--- config.mk ---
export PLATFORM = sky130hd
export DESIGN_NAME = video_timing_tx
export DESIGN_NICKNAME = d
export VERILOG_FILES = /design/src/rtl/video_timing_tx.sv
export SDC_FILE = /design/constraint.sdc
export NUM_CORES = 1
export LEC_CHECK = 0
export BUFFER_PORTS_ARGS = -buffer_cell sky130_fd_sc_hd__buf_2
export CORE_ASPECT_RATIO = 2
export CORE_MARGIN = 2
export CORE_UTILIZATION = 39
export CTS_CLUSTER_SIZE = 14
export DETAILED_ROUTE_END_ITERATION = 8
export HOLD_SLACK_MARGIN = 0.08
export PLACE_DENSITY = 0.7
export REMOVE_ABC_BUFFERS = 1
export SLEW_MARGIN = 20
export SYNTH_ARGS = -nofsm -noshare
export SYNTH_HDL_FRONTEND = slang
export SYNTH_SLANG_ARGS = --single-unit
--- constraint.sdc ---
create_clock -name clk -period 2.9 [get_ports clk]
set_input_delay 0.145 -clock clk [delete_from_list [all_inputs] [get_ports clk]]
set_output_delay 0.145 -clock clk [all_outputs]
set_load 0.02 [all_outputs]
--- src/rtl/video_timing_tx.sv ---
// video_timing_tx
//   Output end of the video path. Generates raster timing (hsync, vsync, data
//   enable) on the pixel clock and drains an RGB565 valid/ready pixel stream
//   into the active area. The stream is frame-locked on its start-of-frame tag.
//   The block also reports two sticky errors: underflow, and a start-of-frame
//   tag that does not line up with the raster origin.
//
//   Ports
//     clk, rst          pixel clock, asynchronous active-high reset
//     en                1: timing runs, 0: counters/state held idle, outputs inactive
//     s_data/s_valid/s_sof/s_ready
//                       RGB565 pixel stream. s_ready is combinational.
//     vo_hs/vo_vs       sync outputs, active level set by HS_POL/VS_POL
//     vo_de/vo_data     active video enable and pixel
//     underflow         sticky: an active pixel was needed but none was valid
//     sof_err           sticky: s_sof was seen away from the raster origin
//     clr_status        synchronous clear of both sticky flags (beats a same-cycle set)
//
//   Optional build macro VTX_TEST_PATTERN_EN adds input pattern_en. When it is
//   high, the active area shows eight vertical colour bars. The stream is left
//   untouched and the lock state is held in SYNC.
module video_timing_tx #(
  parameter int          H_SYNC  = 40,
  parameter int          H_BACK  = 220,
  parameter int          H_DISP  = 1280,
  parameter int          H_FRONT = 110,
  parameter int          V_SYNC  = 5,
  parameter int          V_BACK  = 20,
  parameter int          V_DISP  = 720,
  parameter int          V_FRONT = 5,
  parameter logic        HS_POL  = 1'b1,
  parameter logic        VS_POL  = 1'b1,
  parameter logic [15:0] FILL    = 16'h0000,
  parameter int          CNT_W   = 12
) (
  input  logic        clk,
  input  logic        rst,
  input  logic        en,
`ifdef VTX_TEST_PATTERN_EN
  input  logic        pattern_en,
`endif
  input  logic [15:0] s_data,
  input  logic        s_valid,
  input  logic        s_sof,
  output logic        s_ready,
  output logic        vo_hs,
  output logic        vo_vs,
  output logic        vo_de,
  output logic [15:0] vo_data,
  output logic        underflow,
  output logic        sof_err,
  input  logic        clr_status
);

  localparam int H_TOT = H_SYNC + H_BACK + H_DISP + H_FRONT;
  localparam int V_TOT = V_SYNC + V_BACK + V_DISP + V_FRONT;

  localparam logic [CNT_W-1:0] CNT_ONE = CNT_W'(1);
  localparam logic [CNT_W-1:0] H_LAST  = CNT_W'(H_TOT - 1);
  localparam logic [CNT_W-1:0] V_LAST  = CNT_W'(V_TOT - 1);
  localparam logic [CNT_W-1:0] HS_END  = CNT_W'(H_SYNC);
  localparam logic [CNT_W-1:0] VS_END  = CNT_W'(V_SYNC);
  localparam logic [CNT_W-1:0] HA_BEG  = CNT_W'(H_SYNC + H_BACK);
  localparam logic [CNT_W-1:0] HA_END  = CNT_W'(H_SYNC + H_BACK + H_DISP);
  localparam logic [CNT_W-1:0] VA_BEG  = CNT_W'(V_SYNC + V_BACK);
  localparam logic [CNT_W-1:0] VA_END  = CNT_W'(V_SYNC + V_BACK + V_DISP);

  typedef enum logic [1:0] {
    ST_IDLE = 2'd0,
    ST_SYNC = 2'd1,
    ST_RUN  = 2'd2
  } state_e;

  state_e           state_q, state_d;
  logic [CNT_W-1:0] h_cnt_q, h_cnt_d;
  logic [CNT_W-1:0] v_cnt_q, v_cnt_d;
  logic             hs_q, hs_d;
  logic             vs_q, vs_d;
  logic             de_q, de_d;
  logic [15:0]      data_q, data_d;
  logic             uf_q, uf_d;
  logic             se_q, se_d;

  logic             hs_int, vs_int, de_int, origin;
  logic             pop, uf_set, se_set;

`ifdef VTX_TEST_PATTERN_EN
  localparam logic [CNT_W-1:0] BAR_W = CNT_W'(H_DISP / 8);

  logic [CNT_W-1:0] bar_sel;
  logic [2:0]       bar_idx;
  logic [15:0]      bar_pix;

  // Bars run left to right: white, yellow, cyan, green, magenta, red, blue, black.
  function automatic logic [15:0] bar_colour(input logic [2:0] idx);
    logic [15:0] c;
    case (idx)
      3'd0:    c = 16'hFFFF;
      3'd1:    c = 16'hFFE0;
      3'd2:    c = 16'h07FF;
      3'd3:    c = 16'h07E0;
      3'd4:    c = 16'hF81F;
      3'd5:    c = 16'hF800;
      3'd6:    c = 16'h001F;
      default: c = 16'h0000;
    endcase
    return c;
  endfunction

  // Colour bar selection from the horizontal position inside the active area.
  always_comb begin
    bar_sel = (h_cnt_q - HA_BEG) / BAR_W;
    bar_idx = (bar_sel > CNT_W'(7)) ? 3'd7 : bar_sel[2:0];
    bar_pix = bar_colour(bar_idx);
  end
`endif

  // Raster decode of the current counter position.
  always_comb begin
    hs_int = (h_cnt_q < HS_END);
    vs_int = (v_cnt_q < VS_END);
    de_int = (h_cnt_q >= HA_BEG) && (h_cnt_q < HA_END) &&
             (v_cnt_q >= VA_BEG) && (v_cnt_q < VA_END);
    origin = (h_cnt_q == HA_BEG) && (v_cnt_q == VA_BEG);
  end

  // Horizontal / vertical counters. Disabling parks them at the frame start.
  always_comb begin
    h_cnt_d = h_cnt_q;
    v_cnt_d = v_cnt_q;
    if (!en) begin
      h_cnt_d = '0;
      v_cnt_d = '0;
    end else if (h_cnt_q == H_LAST) begin
      h_cnt_d = '0;
      if (v_cnt_q == V_LAST) begin
        v_cnt_d = '0;
      end else begin
        v_cnt_d = v_cnt_q + CNT_ONE;
      end
    end else begin
      h_cnt_d = h_cnt_q + CNT_ONE;
    end
  end

  // Lock state machine: decides pop, output pixel and error events.
  always_comb begin
    state_d = state_q;
    pop     = 1'b0;
    uf_set  = 1'b0;
    se_set  = 1'b0;
    data_d  = de_int ? FILL : 16'h0000;
    if (!en) begin
      state_d = ST_IDLE;
      data_d  = 16'h0000;
    end else
`ifdef VTX_TEST_PATTERN_EN
    if (pattern_en) begin
      state_d = ST_SYNC;
      data_d  = de_int ? bar_pix : 16'h0000;
    end else
`endif
    begin
      case (state_q)
        ST_IDLE: begin
          state_d = ST_SYNC;
        end
        ST_SYNC: begin
          // Untagged pixels are stale leftovers of an earlier frame: drop them.
          // A tagged pixel waits at the head until the raster reaches the origin.
          if (s_valid && !s_sof) begin
            pop = 1'b1;
          end else if (s_valid && origin) begin
            pop     = 1'b1;
            data_d  = s_data;
            state_d = ST_RUN;
          end else begin
            state_d = ST_SYNC;
          end
        end
        ST_RUN: begin
          if (de_int) begin
            if (!s_valid) begin
              uf_set = 1'b1;
            end else if (s_sof == origin) begin
              pop    = 1'b1;
              data_d = s_data;
            end else begin
              // Tag disagrees with the raster. Keep the pixel at the head so
              // that a misplaced sof can start the next frame.
              se_set  = 1'b1;
              state_d = ST_SYNC;
            end
          end else begin
            state_d = ST_RUN;
          end
        end
        default: begin
          state_d = ST_IDLE;
        end
      endcase
    end
  end

  // Next values of the registered video outputs and sticky flags.
  always_comb begin
    hs_d = (en && hs_int) ? HS_POL : ~HS_POL;
    vs_d = (en && vs_int) ? VS_POL : ~VS_POL;
    de_d = en && de_int;
    if (clr_status || !en) begin
      uf_d = 1'b0;
      se_d = 1'b0;
    end else begin
      uf_d = uf_q | uf_set;
      se_d = se_q | se_set;
    end
  end

  // State, counter and output registers.
  always_ff @(posedge clk or posedge rst) begin
    if (rst) begin
      state_q <= ST_IDLE;
      h_cnt_q <= '0;
      v_cnt_q <= '0;
      hs_q    <= ~HS_POL;
      vs_q    <= ~VS_POL;
      de_q    <= 1'b0;
      data_q  <= 16'h0000;
      uf_q    <= 1'b0;
      se_q    <= 1'b0;
    end else begin
      state_q <= state_d;
      h_cnt_q <= h_cnt_d;
      v_cnt_q <= v_cnt_d;
      hs_q    <= hs_d;
      vs_q    <= vs_d;
      de_q    <= de_d;
      data_q  <= data_d;
      uf_q    <= uf_d;
      se_q    <= se_d;
    end
  end

  assign s_ready   = pop;
  assign vo_hs     = hs_q;
  assign vo_vs     = vs_q;
  assign vo_de     = de_q;
  assign vo_data   = data_q;
  assign underflow = uf_q;
  assign sof_err   = se_q;

endmodule

==> impl_results.md, run 1 <==
* Status: finished clean
* Hold EP: vo_data[7]
* CP Buf/Inv Count at 2
* R2r startpoint: h_cnt_q[0]
* Clk root buf: clkbuf_16
* Synth top area cells: dfrtp_1, ha_1, and2_4
* CP top delay family: compound AO/OA/AOI/OAI gates
* Setup TNS after final layout at 0 ns
* Worst Hold Launch: s_data[7]
* I/O Buffers at 43
* Per-cell routed wire length at 14.1 µm
* Peak supply drop at 0.394 mV
* PwrDens at 447 nW/µm²
* Area leader, netlist: dfrtp_1
* DP Area at 2850 µm²
* GR Util All Layers at 0.173
* Cells after Synth at between 200 and 250
* Psw at 0.313 mW
* Gpl congestion at roughly 0.83
* Post-synth top cells: dfrtp_1, nor2_1, nand2_1
* Die W at 61.2 µm
* R2R Setup Slk at ~0.57 ns
* Hold/Removal Path Class: in -> reg
* Pleak at 1.56 nW
* Worst hold slack at 0.0911 ns
* Vias in the first global route at ~2200
* Synth cell types at 54
* Layout cells sized above 1 at 0.264
* Post-synth EDFFs at 0
* CTS tree: yes
* Worst slew pin tran at 0.789 ns
* Worst Skew at between 0.005 and 0.006 ns
* Comb power frac at 0.072
* Netlist area before placement at between 2000 and 3000 µm²
* Reg2reg end: state_q[1]
* Avg Cell Area, Syn at 10.4 µm²
* I/O pins at 44
* Max-slew violations at 0
* Crit end category: output pin
* N_diodes at 0
* Data required, critical path at 2.76 ns
* Switching Fraction at 0.218
* Worst Path Arrival at 2.59 ns
* Non-Filler Cell Area, Final at 3210 µm²
* Antenna violations before repair at 0
* Int Pwr at 1.12 mW
* Fmax at 366 MHz
* Clock buffer depth at 2
* First-pass GRT wire length at 9.52 mm
* Critical Path Source Type: flip-flop
* Area growth from synthesis to layout at 25.6%
* Cell Count, Final, Fillers Out at 397
* MaxCap Viol Count at 0
* Fin crit period at 2.74 ns
* CTS Sinks at 47
* FP Rows at 41
* H-tree depth at 2
* Routed vias/inst at about 5.2
* Starting DRT DRC Count at 68
* Register-to-Register Path Depth at 8
* Filler instances at 586
* Largest net degree at the start of global routing at 48
* Synth top area share at 0.461
* Worst path max stage delay at approximately 0.51 ns
* Setup CP Type: reg -> out
* Antenna viol nets, final at 0
* Clock transition at path regs at 0.06 ns
* Leading cell type by number of instances after synthesis: dfrtp_1
* Worst-Skew Late Latency at ~0.29 ns
* Fin crit share at 0.943
* Final Hold Viols at 0
* Inst Count DP at 370
* Final core utilization at 0.508
* First-pass DRT Iterations at 4
* Finish-stage setup viols at 0
* Sequential Area at 1180 µm²
* Total die area at 7250 µm²
* Synth Warn # at 0
* Effective utilization at floorplan at 0.405
* Rel. slew slack at 0.474
* Nets at around 340
* Via count at 2064
* Footprint of the multi-input gates at 1280 µm²
* Post-route DRC at 0
* Setup ws final at 0.165 ns
* Num CTS Buffers at 5
* Routed WL at 5.60 mm
* RSZ-0062 raised after global routing: false
* Crit path max-delay cell type: nor4b_4
* CORE AREA at ~6300 µm²
* Place WS at 0.395 ns
* Share of flip-flops with an asynchronous set or reset at 1.00
* Die Y at 118 µm
* Tot Pwr at 1.43 mW
* Register share of total power at 0.468
* Cells along the critical path: inv_1 -> ha_1 -> nor3b_1 -> o211ai_1 -> o2111ai_2 -> nor4b_4 -> a21boi_1 -> o221a_2 -> buf_2
* Post-synthesis sequential area ratio at 0.461
* Hold depth at 2
* Flip-flop and latch count after synthesis at 47
* Worst-path fanout max at 8
* Detailed placer's ending HPWL at about 4 mm
* Clk pwr share at 0.460
* Gr ovfl total at 0
* Predominant post-synthesis flop cell: dfrtp_1
-- area by class of cell --
type	count	area share
Clock buffer	5	0.0390
Inverter	14	0.0168
Tap cell	86	0.0336
Timing Repair Buffer	64	0.129
Sequential cell	47	0.367
Clock inverter	3	0.0148
Multi-Input combinational cell	178	0.400
-- logic make-up after synthesis --
| kind of cell | count (synthesis) | synth area share |
|---|---|---|
| compound gates | 38 | 0.113 |
| xor+xnor | 13 | 0.0446 |
| fa+ha+maj | 10 | 0.0490 |
| buf+inv | 21 | 0.0363 |
| flops | 47 | 0.461 |
| mux | 3 | 0.0123 |
| simple gates | 114 | 0.284 |
-- worst register-to-register path: stages, from the launching register on --
cell and delay, ns:
dfrtp_1 0.45, inv_1 0.09, ha_1 0.13, and4bb_2 0.26, nand4_2 0.17, nor3_4 0.38
mux2_2 0.41, o211ai_1 0.13, mux2i_1 0.23
-- cell usage in the layout (no fill, tap or decap), types with 2 or more instances in the layout --
master         instances
and3_1                 8
or3_1                  3
a22o_1                 2
nand4_1                2
ha_1                  10
nor3b_1                3
xnor2_1                9
xor2_1                 4
buf_2                 43
clkbuf_16              5
and2_4                10
nand4b_1               2
and4_1                 3
dfrtp_1               47
o22ai_1                2
and2_1                12
a21oi_1                3
o21ai_0               13
nor2_1                21
nand3_1               10
a31oi_1                3
nand2b_1               5
o211ai_1               3
dlygate4sd3_1         16
buf_4                  5
nor3_1                 4
nand2_1               17
inv_1                 13
mux2i_1                2
nor3_2                 2
o41ai_1                2
-- worst max path at each step --
stage | slack, ns | cells after the start | start | to
after floorplan | 0.70 | 8 | v_cnt_q[0] | s_ready
after global placement | 0.54 | 9 | v_cnt_q[0] | s_ready
after detailed placement | 0.39 | 9 | v_cnt_q[0] | s_ready
after CTS | 0.08 | 9 | v_cnt_q[0] | s_ready
after global routing | 0.02 | 9 | v_cnt_q[1] | s_ready
final | 0.16 | 9 | v_cnt_q[1] | s_ready
-- routing by layer --
layer,wire [µm],share of wire,global-route usage
met5,0,0,0
met4,191,0.034,0.0897
met3,109,0.019,0.0274
met1,2100,0.37,0.180
met2,3200,0.57,0.308
-- registers in the layout, summed over array words and instances, names as in the netlist --
register and flops:
sof_err 1, underflow 1, vo_hs 1, vo_vs 1, vo_data 16, vo_de 1
state_q 2, v_cnt_q 12, h_cnt_q 12
-- power groups by stage --
stage / registers [mW] / clock network [mW] / logic, mW
6_report: 0.671 / 0.660 / 0.104
5_1_grt: 0.671 / 0.699 / 0.116
4_1_cts: 0.670 / 0.677 / 0.104
3_5_place_dp: 0.682 / 0 / 0.0877
3_3_place_gp: 0.682 / 0 / 0.0857
2_1_floorplan: 0.682 / 0 / 0.0493
-- what timing repair did --
item,CTS,global route
hold endpoints to repair,16,47
setup endpoints to repair,0,1
gates resized for setup,0,1
buffers inserted,0,3
hold buffers,15,1
No activity file was read; power rests on OpenSTA's default activity.
==> inputs of run 2 (changes only) <==
--- a/config.mk
+++ b/config.mk
@@ -9,6 +9,7 @@
 export CORE_ASPECT_RATIO = 2
 export CORE_MARGIN = 2
 export CORE_UTILIZATION = 39
+export CTS_BUF_LIST = sky130_fd_sc_hd__clkbuf_8
 export CTS_CLUSTER_SIZE = 14
 export DETAILED_ROUTE_END_ITERATION = 8
 export HOLD_SLACK_MARGIN = 0.08
==> run 2 against run 1 <==
Clock-buffer cell count did not move; final area shrank 1.1%; total power shrank 11%; die area did not move.
==> impl_results.md, run 2 (same netlist as run 1, synthesis figures left out) <==
* Gpl congestion at 0.834 (unchanged)
* Starting DRT DRC Count at 69 (+1.5%)
* Die Y at 118 µm (unchanged)
* Area growth from synthesis to layout at 24.2%
* Effective utilization at floorplan at 0.405 (unchanged)
* Vias in the first global route at 2157 (-0.83%)
* Filler instances at 590 (+0.68%)
* Worst Skew at 0.00903 ns (+0.00375 ns)
* Max reg flops at 16 (unchanged)
* Rel. slew slack at 0.468 (-0.00602)
* Routed WL at 5.54 mm (-1.1%)
* Per-cell routed wire length at 13.9 µm (-1.6%)
* Worst slew pin tran at 0.797 ns (+0.00811 ns)
* FP Rows at 41 (unchanged)
* Peak supply drop at 0.313 mV (-21%)
* Largest net degree at the start of global routing at 48 (unchanged)
* Data required, critical path at 2.76 ns (about the same)
* Inst Count DP at 370 (unchanged)
* Clock transition at path regs at 0.09 ns (+0.03 ns)
* Post-route DRC at 0 (unchanged)
* Fin crit share at 0.949 (+0.00591)
* Worst Path Arrival at 2.61 ns (+0.02 ns)
* Fmax at 363 MHz (-0.62%)
* Pleak at 1.54 nW (-1.1%)
* Worst-path fanout max at 8 (unchanged)
* Num CTS Buffers at 5 (unchanged)
* Routed vias/inst at 5.14 (-1.2%)
* Reg2reg end: vo_data[4]
* Top Usage Layer GRT: met2
* Crit end category: output pin
* Worst Hold Launch: en
* Tot Pwr at 1.27 mW (-11%)
* Hold/Removal Path Class: in -> reg
* Finish-stage setup viols at 0 (unchanged)
* MaxCap Viol Count at 0 (unchanged)
* R2R Setup Slk at 0.58 ns (about the same)
* Layout cells sized above 1 at 0.262 (-0.00168)
* Antenna viol nets, final at 0 (unchanged)
* Die W at 61.2 µm (unchanged)
* R2r startpoint: v_cnt_q[1]
* Clk root buf: clkbuf_8
* PwrDens at 401 nW/µm² (-10%)
* I/O Buffers at 43 (unchanged)
* Total die area at 7250 µm² (unchanged)
* Worst hold slack at 0.222 ns (+0.131 ns)
* Nets at 344 (+0.58%)
* Cell Count, Final, Fillers Out at 399 (+0.50%)
* Register-to-Register Path Depth at 8 (unchanged)
* Final core utilization at 0.502 (-0.00575)
* H-tree depth at 2 (unchanged)
* M2 GR Usage at 0.307 (-0.00133)
* Fin crit period at 2.75 ns (+0.0171 ns)
* Footprint of the multi-input gates at 1280 µm² (unchanged)
* CORE AREA at 6310 µm² (unchanged)
* Hold depth at 2 (unchanged)
* CTS Sinks at 47 (unchanged)
* Worst-Skew Late Latency at 0.31 ns (+0.02 ns)
* CTS tree: yes
* Setup CP Type: reg -> out
* Most frequent cells in the layout: dfrtp_1, buf_2, nor2_1, dlygate4sd3_1, nand2_1
* Detailed placer's ending HPWL at 3.98 mm (unchanged)
* N_diodes at 0 (unchanged)
* Hold EP: sof_err
* Status: finished clean
* Gr ovfl total at 0 (unchanged)
* Global Route met1 Usage at 0.179 (-0.00141)
* Met3 Usage GRT at 0.0241 (-0.00328)
* Antenna violations before repair at 0 (unchanged)
* GR Util All Layers at 0.171 (-0.00128)
* Most common cell after layout, fill and taps aside: dfrtp_1
* Critical Path Source Type: flip-flop
* First-pass GRT wire length at 9.41 mm (-1.1%)
* Clock buffer depth at 2 (unchanged)
* Sequential Area at 1180 µm² (unchanged)
* Max-slew violations at 0 (unchanged)
* I/O pins at 44 (unchanged)
* Final Hold Viols at 0 (unchanged)
* First-pass DRT Iterations at 4 (unchanged)
* Via count at 2049 (-0.73%)
run 2: area by class of cell:
class / instances / share of cell area
Clock inverter: 3 / 0.0150
Inverter: 14 / 0.0170
Sequential cell: 47 / 0.371
Multi-Input combinational cell: 178 / 0.405
Timing Repair Buffer: 66 / 0.137
Tap cell: 86 / 0.0339
Clock buffer: 5 / 0.0217
run 2: where the power goes:
group	internal [mW]	leakage, nW	switching, mW
Combinational	0.0492	0.834	0.0565
Clock	0.261	0.0587	0.234
Sequential	0.662	0.648	0.00752
Total	0.972	1.54	0.298
run 2: through the flow:
stage               setup slack (ns)  setup TNS, ns  cell area, µm²
detailed placement             0.395              0            2850
global route               -0.000733      -0.000733            3170
CTS                           0.0405              0            3140
global placement               0.540              0            2850
finish                         0.148              0            3170
floorplan                      0.700              0            2510
run 2: layer usage:
metal  routed length, µm  vias up
li1                    -      994
met1                2070      998
met2                3150       43
met3                 127       14
met4                 191        0
met5                   0        -
run 2: worst max path at each step:
stage | start | depth (start not counted) | end | slack, ns
after floorplan | v_cnt_q[0] | 8 | s_ready | 0.70
after global placement | v_cnt_q[0] | 9 | s_ready | 0.54
after detailed placement | v_cnt_q[0] | 9 | s_ready | 0.39
after CTS | v_cnt_q[0] | 9 | s_ready | 0.04
after global routing | v_cnt_q[1] | 9 | s_ready | -0.0007
final | v_cnt_q[1] | 9 | s_ready | 0.15
run 2: worst max-delay path, stage by stage (launching register included):
cell	delay, ns
dfrtp_1	0.38
inv_1	0.08
ha_1	0.22
nor3b_1	0.14
o211ai_1	0.21
o2111ai_2	0.19
nor4b_4	0.51
a21boi_1	0.22
o221a_2	0.19
buf_2	0.15
run 2: repair_timing:
action                                  CTS  global route
endpoints found under the setup margin    0             1
hold buffers                             17             1
endpoints found under the hold margin    18            47
buffers inserted                          0             3
gates resized for setup                   0             1
==> inputs of run 3 (changes only) <==
--- a/config.mk
+++ b/config.mk
@@ -15,6 +15,7 @@
 export HOLD_SLACK_MARGIN = 0.08
 export PLACE_DENSITY = 0.7
 export REMOVE_ABC_BUFFERS = 1
+export SETUP_SLACK_MARGIN = 0.02
 export SLEW_MARGIN = 20
 export SYNTH_ARGS = -nofsm -noshare
 export SYNTH_HDL_FRONTEND = slang
==> constraint.sdc (replaced) <==
create_clock -name clk -period 2.9 [get_ports clk]
set_input_delay 0.145 -clock clk [delete_from_list [all_inputs] [get_ports clk]]
set_output_delay 0.145 -clock clk [all_outputs]
set_load 0.05 [all_outputs]
==> run 3 against run 2 <==
Hold slack about the same; utilization decreased by 0.40 points; global-route usage decreased by 0.22 points; via count decreased by 1.4%; total power decreased by 1.4%; largest cell class unchanged; combinational power increased by 5%; clock-buffer cell count unchanged; sequential cell count unchanged; sequential share of layout area increased by 0.30 points; wire length increased by 0.14%; non-clock buffer count decreased by 2; first-iteration DRC count decreased by 22%.
==> impl_results.md, run 3 (same netlist as run 1, synthesis figures left out) <==
* Status: finished clean
* Routed WL at 5.55 mm (+0.14%)
* MaxCap Viol Count at 0 (unchanged)
* Worst slew pin tran at 0.792 ns (-0.00485 ns)
* Per-cell routed wire length at 14.0 µm (+0.90%)
* Worst-Skew Late Latency at 0.30 ns (about the same)
* Sequential Area at 1180 µm² (unchanged)
* Setup CP Type: reg -> out
* Num CTS Buffers at 5 (unchanged)
* Nets at 342 (-0.58%)
* Non-Filler Cell Area, Final at 3150 µm² (-0.79%)
* CTS Sinks at 47 (unchanged)
* Cell Count, Final, Fillers Out at 396 (-0.75%)
* Tot Pwr at 1.25 mW (-1.4%)
* Clk root buf: clkbuf_8
* Worst hold slack at 0.221 ns (-0.000344 ns)
* H-tree depth at 2 (unchanged)
* N_diodes at 0 (unchanged)
* Most frequent cells in the layout: dfrtp_1, buf_2, nor2_1, dlygate4sd3_1, nand2_1
* First-pass GRT wire length at 9.32 mm (-0.96%)
* Vias in the first global route at 2028 (-6.0%)
* Post-CTS sizing at 0 (unchanged)
* Gpl congestion at 0.765 (-8.3%)
* Worst-path fanout max at 5 (-3)
* PwrDens at 398 nW/µm² (-0.57%)
* Footprint of the multi-input gates at 1280 µm² (unchanged)
* Total die area at 7250 µm² (unchanged)
* Routed vias/inst at 5.10 (-0.67%)
* Setup ws final at 0.232 ns (+0.0842 ns)
* Antenna viol nets, final at 0 (unchanged)
* Finish-stage setup viols at 0 (unchanged)
* CORE AREA at 6310 µm² (unchanged)
* Max-slew violations at 0 (unchanged)
* Peak supply drop at 0.338 mV (+8.1%)
* CTS tree: yes
* Effective utilization at floorplan at 0.405 (unchanged)
* GR Util All Layers at 0.169 (-0.00217)
* Die Y at 118 µm (unchanged)
* DP Area at 2860 µm² (+0.26%)
* Die W at 61.2 µm (unchanged)
* Area growth from synthesis to layout at 23.2%
* Post-route DRC at 0 (unchanged)
* Antenna violations before repair at 0 (unchanged)
* Hold/Removal Path Class: in -> reg
* Gr ovfl total at 0 (unchanged)
* RSZ-0062 raised after global routing: false
* First-pass DRT Iterations at 4 (unchanged)
* Detailed placer's ending HPWL at 4.01 mm (+0.74%)
* FP Rows at 41 (unchanged)
* Fin crit share at 0.920 (-0.0291)
* I/O Buffers at 43 (unchanged)
* Largest net degree at the start of global routing at 48 (unchanged)
* Inst Count DP at 371 (+0.27%)
* Filler instances at 624 (+5.8%)
* Clock buffer depth at 2 (unchanged)
* Worst Path Arrival at 2.52 ns (-0.09 ns)
* Max reg flops at 16 (unchanged)
* Final core utilization at 0.499 (-0.00397)
* Clock transition at path regs at 0.09 ns (about the same)
* Via count at 2020 (-1.4%)
* Data required, critical path at 2.76 ns (about the same)
* Rel. slew slack at 0.472 (+0.00323)
* Fin crit period at 2.67 ns (-0.0842 ns)
* Crit end category: output pin
* Fmax at 375 MHz (+3.2%)
* Worst Skew at 0.00544 ns (-0.00359 ns)
* Setup TNS after final layout at 0 ns (unchanged)
* Place WS at 0.551 ns (+0.156 ns)
* Most common cell after layout, fill and taps aside: dfrtp_1
* Starting DRT DRC Count at 54 (-22%)
* Critical Path Source Type: flip-flop
* I/O pins at 44 (unchanged)
* Layout cells sized above 1 at 0.255 (-0.00714)
* Final Hold Viols at 0 (unchanged)
* Pleak at 1.52 nW (-1.4%)
==> run 3: path summary, 6_finish.rpt <==
| kind | slack [ns] | from | cells after the start | to |
|---|---|---|---|---|
| max | 0.23 | v_cnt_q[0] | 9 | s_ready |
| min | 0.22 | s_valid | 3 | sof_err |
| max reg2reg | 0.62 | v_cnt_q[10] | 7 | state_q[0] |
| min reg2reg | 0.54 | h_cnt_q[0] | 1 | h_cnt_q[0] |
| max in group asynchronous | 1.92 | rst | 3 | v_cnt_q[8] |
| min in group asynchronous | 0.52 | rst | 3 | vo_data[7] |
==> run 3: final cells by class <==
class,count,area share
clock buffers,5,0.0219
clock inverters,2,0.0119
inverters,14,0.0171
multi-input cells,178,0.408
flip-flops and latches,47,0.374
well taps,86,0.0342
repair buffers,64,0.133
==> run 3: report_power, final <==
part / internal, mW / switching, mW
Sequential: 0.662 / 0.00761
Combinational: 0.0496 / 0.0612
Clock: 0.252 / 0.221
==> run 3: per-layer routing <==
metal | part of all wire | global-route usage | wire (µm)
met5 | 0 | 0 | 0
met4 | 0.018 | 0.0571 | 101
met3 | 0.014 | 0.0164 | 79
met2 | 0.59 | 0.318 | 3250
met1 | 0.38 | 0.181 | 2110
==> run 3: worst max-delay path, stage by stage, from the launching register on <==
cell and delay [ns]:
dfrtp_1 0.41, inv_1 0.09, ha_1 0.22, nor3b_1 0.14, o211ai_1 0.20, o2111ai_2 0.20, nor4b_4 0.30, a21boi_0 0.20
o221a_2 0.20, buf_2 0.25
==> run 3: repair_timing <==
item,CTS,global route
hold buffers,17,1
endpoints found under the hold margin,18,47
endpoints found under the setup margin,0,0
setup buffers,0,0
